$ cat config.mk
export PLATFORM = sky130hd
export DESIGN_NAME = pipeline_stall_ctrl
export DESIGN_NICKNAME = d
export VERILOG_FILES = /design/src/rtl/pipeline_stall_ctrl.sv
export SDC_FILE = /design/constraint.sdc
export NUM_CORES = 1
export LEC_CHECK = 0
export CAP_MARGIN = 0
export CORE_MARGIN = 2
export CORE_UTILIZATION = 25
export CTS_CLUSTER_SIZE = 8
export DETAILED_ROUTE_END_ITERATION = 12
export GPL_ROUTABILITY_DRIVEN = 0
export PLACE_DENSITY = 0.49
export SETUP_SLACK_MARGIN = 0.2
export SLEW_MARGIN = 10
export SYNTH_ARGS = -nofsm -noshare
export SYNTH_HDL_FRONTEND = slang
export SYNTH_SLANG_ARGS = --single-unit
$ cat constraint.sdc
create_clock -name clk_i -period 4 [get_ports clk_i]
set_clock_uncertainty 0.2 [all_clocks]
set_input_delay 1 -clock clk_i [delete_from_list [all_inputs] [get_ports clk_i]]
set_output_delay 1 -clock clk_i [all_outputs]
set_load 0.01 [all_outputs]
$ cat src/rtl/pipeline_stall_ctrl.sv
// Pipeline stall/flush controller: load-use stalls, branch flushes, data-memory freeze with timeout fault.
// Optional stall performance counter built only when STALL_PERF_CNT_EN is defined.
module pipeline_stall_ctrl #(
  parameter int MEM_TIMEOUT = 15,
  parameter int CNT_W       = 16
) (
  input  logic             clk_i,
  input  logic             rst_i,
  input  logic             load_use_i,
  input  logic             branch_taken_i,
  input  logic             dmem_req_i,
  input  logic             dmem_ack_i,
  output logic             pc_en_o,
  output logic             ifid_en_o,
  output logic             ifid_flush_o,
  output logic             idex_bubble_o,
  output logic             exmem_en_o,
  output logic             memwb_bubble_o,
  output logic             fault_o,
  output logic [CNT_W-1:0] stall_cnt_o
);

  typedef enum logic [1:0] {
    RUN      = 2'd0,
    MEM_WAIT = 2'd1,
    FAULT    = 2'd2
  } state_t;

  localparam logic [7:0] TIMEOUT = 8'(MEM_TIMEOUT);

  state_t     state_q, state_d;
  logic [7:0] wait_q, wait_d;
  logic       fault_q, fault_d;
  logic       freeze;
  logic       hazard_eval;

  always_ff @(posedge clk_i) begin
    if (!rst_i) begin
      state_q <= RUN;
      wait_q  <= 8'd0;
      fault_q <= 1'b0;
    end else begin
      state_q <= state_d;
      wait_q  <= wait_d;
      fault_q <= fault_d;
    end
  end

  // Next state plus zero-latency outputs; reset masks every request so the pipeline free-runs.
  always_comb begin
    state_d        = state_q;
    wait_d         = wait_q;
    fault_d        = fault_q;
    freeze         = 1'b0;
    hazard_eval    = 1'b0;
    pc_en_o        = 1'b1;
    ifid_en_o      = 1'b1;
    ifid_flush_o   = 1'b0;
    idex_bubble_o  = 1'b0;
    exmem_en_o     = 1'b1;
    memwb_bubble_o = 1'b0;

    if (!rst_i) begin
      state_d = RUN;
      wait_d  = 8'd0;
      fault_d = 1'b0;
    end else begin
      case (state_q)
        RUN: begin
          if (dmem_req_i && !dmem_ack_i) begin
            freeze  = 1'b1;
            state_d = MEM_WAIT;
            wait_d  = 8'd1;
          end else begin
            hazard_eval = 1'b1;
            wait_d      = 8'd0;
          end
        end
        MEM_WAIT: begin
          if (dmem_ack_i) begin
            hazard_eval = 1'b1;
            state_d     = RUN;
            wait_d      = 8'd0;
          end else begin
            freeze = 1'b1;
            // Counter saturates at the timeout so it can never wrap back below it.
            if (wait_q < TIMEOUT) begin
              wait_d = wait_q + 8'd1;
            end
            if (wait_q >= TIMEOUT) begin
              state_d = FAULT;
              fault_d = 1'b1;
            end
          end
        end
        FAULT: begin
          freeze  = 1'b1;
          fault_d = 1'b1;
        end
        default: begin
          state_d = RUN;
          wait_d  = 8'd0;
        end
      endcase
    end

    if (freeze) begin
      pc_en_o        = 1'b0;
      ifid_en_o      = 1'b0;
      exmem_en_o     = 1'b0;
      memwb_bubble_o = 1'b1;
    end else if (hazard_eval) begin
      if (load_use_i) begin
        pc_en_o       = 1'b0;
        ifid_en_o     = 1'b0;
        idex_bubble_o = 1'b1;
      end else if (branch_taken_i) begin
        ifid_flush_o = 1'b1;
      end
    end
  end

  assign fault_o = fault_q;

`ifdef STALL_PERF_CNT_EN
  logic [CNT_W-1:0] stall_q;

  // Counts cycles where the PC is held; saturates instead of wrapping.
  always_ff @(posedge clk_i) begin
    if (!rst_i) begin
      stall_q <= '0;
    end else if (!pc_en_o && (stall_q != {CNT_W{1'b1}})) begin
      stall_q <= stall_q + CNT_W'(1);
    end
  end

  assign stall_cnt_o = stall_q;
`else
  assign stall_cnt_o = '0;
`endif

endmodule

-- Yosys cells after proc, flatten, opt, wreduce, memory -nomap -nowiden
Cells that the tools add are included.
- register bits after elaboration: 11
- latch bits: 0
- RAM bits: 0
- ROM bits: 0
- input port bits: 6
- output and inout port bits: 23
- word-level logic and storage cells: 52
- memories: 0
- add/subtract/negate cells: 1
- $mul: 0
- div/mod/pow operators: 0
- magnitude comparators: 2
- equality and inequality tests: 7
- shifts and indexed selects: 0
- muxes and demuxes: 31
- bitwise operators: 1
- reduce and logical (&&, ||, !) cells: 7
- operators with widths (cell ; count):
    8-bit case mux with 3 select lines ; 1
    1-bit 2-to-1 mux ; 21
    8-bit 2-to-1 mux ; 2
    8-bit by 1-bit adder with 8-bit output, second input constant ; 1
    8-bit by 4-bit >= comparator with 1-bit output, second input constant ; 1
    8-bit by 4-bit < comparator with 1-bit output, second input constant ; 1
    2-bit 2-to-1 mux ; 3
    2-bit != test, second input constant ; 3
    3-bit != test, second input constant ; 2
    2-bit case mux with 3 select lines ; 1
    3-bit AND reduction ; 2
    1-bit case mux with 2 select lines ; 2
    1-bit case mux with 3 select lines ; 1
    2-bit by 1-bit equality test with 1-bit output, second input constant ; 1
    2-bit equality test, second input constant ; 1
    2-bit logical NOT ; 1
    2-bit AND reduction ; 1
    2-bit nonzero test ; 1
    1-bit logical AND ; 1
    1-bit logical NOT ; 1
    1-bit NOT ; 1

-- Longest topological paths before layout
Gate-level depths: netlist (run 1).
- depth in word-level cells: 7
- depth in mapped cells: 5
- mapped depth without buffers: 5

-- Worst setup path before layout (run 1)
OpenSTA, ideal clock, no wires.
- path kind: input to output
- start: in dmem_req_i
- end: out pc_en_o
- data arrival time: 1923 ps
- required time: 2800 ps
- slack: 877 ps
- cell stages on the path: 5
- path buffers: 1
- path through: o21bai_1 -> o21ai_0 -> nand2_1 -> a21boi_0 -> buf_4
- longest elaborated chain between the ends: 6
- elaborated cells on any way between the ends: 9
- those cells by class: mux: 8; reduce/logical: 1
- ends and longest elaborated chain (item ; RTL line ; RTL):
    start: declaration ; 11 ; input logic dmem_req_i,
    1-bit logical AND (*) ; 70 ; if (dmem_req_i && !dmem_ack_i) begin
    1-bit 2-to-1 mux ; 70 ;
    1-bit case mux with 2 select lines ; 68 ; case (state_q)
    1-bit 2-to-1 mux ; 63 ; if (!rst_i) begin
    1-bit 2-to-1 mux ; n/a ;
    1-bit 2-to-1 mux (*) ; n/a ;
    end: declaration ; 13 ; output logic pc_en_o,
Every way passes the cells marked *; elsewhere a longest branch is shown, timed or not.

-- Final worst setup path (run 1)
- start: in dmem_req_i
- end: out ifid_flush_o
- longest elaborated chain between the ends: 6
- elaborated cells on any way between the ends: 9
- those cells by class: mux: 8; reduce/logical: 1
- ends and longest elaborated chain (item ; RTL line ; RTL):
    1-bit logical AND (*) ; 70 ;
    1-bit 2-to-1 mux ; 70 ;
    1-bit case mux with 2 select lines ; 68 ;
    1-bit 2-to-1 mux ; 63 ;
    1-bit 2-to-1 mux ; 112 ; end else if (hazard_eval) begin
    1-bit 2-to-1 mux (*) ; 107 ; if (freeze) begin
    end: declaration ; 15 ; output logic ifid_flush_o,
Marked as above.

==> key figures, run 1 <==
Status
  • Status: finished, final reports clean

STA
  • TNS Setup: 0 ns
  • Crit share post-route: 91.98%
  • RSZ-0062 raised after global routing: false
  • Fin worst setup slack: about 0.32 ns
  • Hold Slack: 0.2745 ns
  • Max Transition Viols Final: 0
  • Fin crit period: 3.679 ns
  • # setup viols final: 0
  • Maximum clock rate: 0.2718 GHz
  • Hold Vio Cnt, Final: 0

Pwr
  • Pwr dens: 276.7 nW/um^2
  • Leak Pwr: 0.3497 nW
  • Peak supply drop: 195.7 uV

Floorplanning
  • Starting density of the core: 26.41%
  • FP Rows: 18
  • Io pins: 29
  • Die area: between 3000 and 4000 um^2
  • Die X: roughly 55 um
  • Placeable Area: 2477 um^2
  • Die Y-Extent: 55.16 um

Global routing
  • Vias in the first global route: 429
  • Congestion Overflow GR: 0
  • Initial antenna violation count: 0
  • First-pass GRT wire length: between 1.5 and 2 mm
  • Total routing usage reported by global routing: 8.525%
  • Largest net degree at the start of global routing: 9

Cells and area
  • Layout area overhead: 19.50%
  • Ratio of cells with drive above 1 in the final layout: between 10% and 20%
  • Final Non-Filler Cells: 119
  • Fin util: 31.57%
  • Nets: 97
  • Diode count: 0

Synth
  • Synthesized flop and latch total: 11
  • Number of synthesis warnings: 0
  • Top FF cell, synth: dfxtp_1
  • Largest area contributor in the netlist: dfxtp_1
  • Post-Syn Area per Cell: 8.843 um^2
  • Synth unique cells: 30
  • Synthesized instance count: 74
  • Asr flop ratio synth: 0%
  • Number of enable flip-flop cells after synthesis: 0
  • Cell Area, Synth: 654.4 um^2
  • Area share of the largest cell type after synthesis: 33.65%
  • Ranking of synthesized cells by area: dfxtp_1 (34%), buf_4 (20%), and2_1 (3.8%), nor4_4 (3.3%), o21ai_0 (3.1%)
  • Register area share after synthesis: roughly a third

Job
  • Max_cap viols: 0

Worst setup path
  • Startpoint class of the critical path: primary input
  • Critical path required time: 2.80 ns
  • Max FO, Critical Path: 3
  • Setup CP Type: in -> out
  • CP Capture Type: output port
  • CP Data Arrival Time: 2.48 ns

Clock network
  • CTS clk-pin slew, worst paths: 0.06 ns
  • Hold buffers post-CTS: 0
  • H-tree levels: 1
  • CTS tree: done
  • Clk Latency, worst-skew pair: 0.26 ns
  • Clock Tree Buf Depth: 2
  • Clk sink count: 11
  • Post-CTS setup-driven buffer insertion count: 0
  • CTS Root Cell: clkbuf_4
  • Total CTS buffers: 3

Placed design
  • Dpl ws: roughly 0.11 ns
  • Port bufs: 12
  • Post-DP HPWL: 903.5 um
  • Dpl cells: approximately 120

Hold path
  • Hold Path Class: reg -> reg

Route
  • Antenna Violating Nets Remaining: 0
  • Avg Vias per Cell: 4.134
  • Detailed Route Iter0 Violations: 5
  • Residual DRC: 0
  • Avg WL per Cell: 9.420 um
  • Vias: 492
  • Routed WL: 1.121 mm
  • Drt pass-1 iters: 5
synth_stat cells (3+ instances only):
master   number
buf_4        17
dfxtp_1      11
and2_1        4
o21ai_0       4
nand3_1       3
nor2b_1       3
power by group:
part / internal [mW] / switching (mW) / total [mW]
sequential: 0.110 / 0.00139 / 0.112
clock: 0.0385 / 0.0346 / 0.0731
combinational: 0.0145 / 0.0169 / 0.0314
path summary, 6_finish.rpt:
path | end | slack, ns | depth (start not counted) | from
setup / recovery | ifid_flush_o | 0.32 | 5 | dmem_req_i
hold / removal | fault_o$_SDFFE_PN0P_ | 0.27 | 1 | fault_o$_SDFFE_PN0P_
setup reg to reg | wait_q[0]$_SDFFE_PN0P_ | 2.23 | 4 | wait_q[6]$_SDFFE_PN0P_
hold reg to reg | fault_o$_SDFFE_PN0P_ | 0.27 | 1 | fault_o$_SDFFE_PN0P_
registers in the layout, indices dropped and copies added (netlist names):
| signal | cells |
|---|---|
| wait_q | 8 |
| fault_o | 1 |
| state_q | 2 |
final cells by class:
cell class                 instances  area [um^2]
fill                             263         1695
multi-input combinational         59        362.8
sequential                        11        220.2
timing repair buffer              13        127.6
tap                               30        37.54
clock buffer                       4        26.28
inverter                           2        7.507
cell families (layout without fill, tap and decap cells):
kind of cell / count (synthesis) / in the layout / share of synthesized area [%]
AO/OA/AOI/OAI: 15 / 15 / 15.68
adder cells (fa/ha/maj): 1 / 1 / 1.912
buffers and inverters: 19 / 19 / 20.65
flip-flops: 11 / 11 / 33.65
other: 1 / 16 / 0.5731
AND/OR/NAND/NOR: 27 / 27 / 27.53
critical path: stages:
cell and delay [ns]:
clkdlybuf4s50_1 0.43, o21bai_1 0.18, nor2b_4 0.18, and3b_1 0.16
clkdlybuf4s50_1 0.53
stage by stage:
| step | cell area [um^2] | total power, mW |
|---|---|---|
| after detailed placement | 748.2 | 0.1460 |
| after global placement | 748.2 | 0.1460 |
| final | 782.0 | 0.2164 |
| after global routing | 782.0 | 0.2295 |
| after CTS | 774.5 | 0.2196 |
| after floorplan | 710.7 | 0.1430 |
cell usage in the layout (no fill, tap or decap), types with 3 or more instances in the layout:
| master | synthesis | routed |
|---|---|---|
| clkdlybuf4s50_1 | 0 | 9 |
| nand3_1 | 3 | 3 |
| dfxtp_1 | 11 | 11 |
| o21ai_0 | 4 | 4 |
| and2_1 | 4 | 4 |
| clkbuf_4 | 0 | 3 |
| conb_1 | 1 | 16 |
metal layers:
layer  routed length, um  part of all wire, %  vias up  GRT usage (%)
met5                   0                    0        -              0
met4                  12                  1.1        0          6.098
met3                  54                  4.8        2          2.419
met2                 536                   48       18          11.90
met1                 518                   46      215          11.09
li1                    -                    -      257              -
repair_timing:
item	CTS	global route
hold endpoints to repair	0	0
endpoints found under the setup margin	3	3
gates resized for setup	3	2
No activity file was read; power rests on OpenSTA's default activity.
==> run 2, diff against run 1 <==
--- a/config.mk
+++ b/config.mk
@@ -5,6 +5,7 @@
 export SDC_FILE = /design/constraint.sdc
 export NUM_CORES = 1
 export LEC_CHECK = 0
+export ABC_CLOCK_PERIOD_IN_PS = 4000
 export CAP_MARGIN = 0
 export CORE_MARGIN = 2
 export CORE_UTILIZATION = 25
==> results of run 2 <==
Final layout, timing and power as in run 1 (identical DEF).
==> run 3, diff against run 2 <==
--- a/config.mk
+++ b/config.mk
@@ -14,7 +14,7 @@
 export GPL_ROUTABILITY_DRIVEN = 0
 export PLACE_DENSITY = 0.49
 export SETUP_SLACK_MARGIN = 0.2
-export SLEW_MARGIN = 10
+export SLEW_MARGIN = 5
 export SYNTH_ARGS = -nofsm -noshare
 export SYNTH_HDL_FRONTEND = slang
 export SYNTH_SLANG_ARGS = --single-unit
==> results of run 3 <==
Final layout, timing and power as in run 1 (identical DEF).
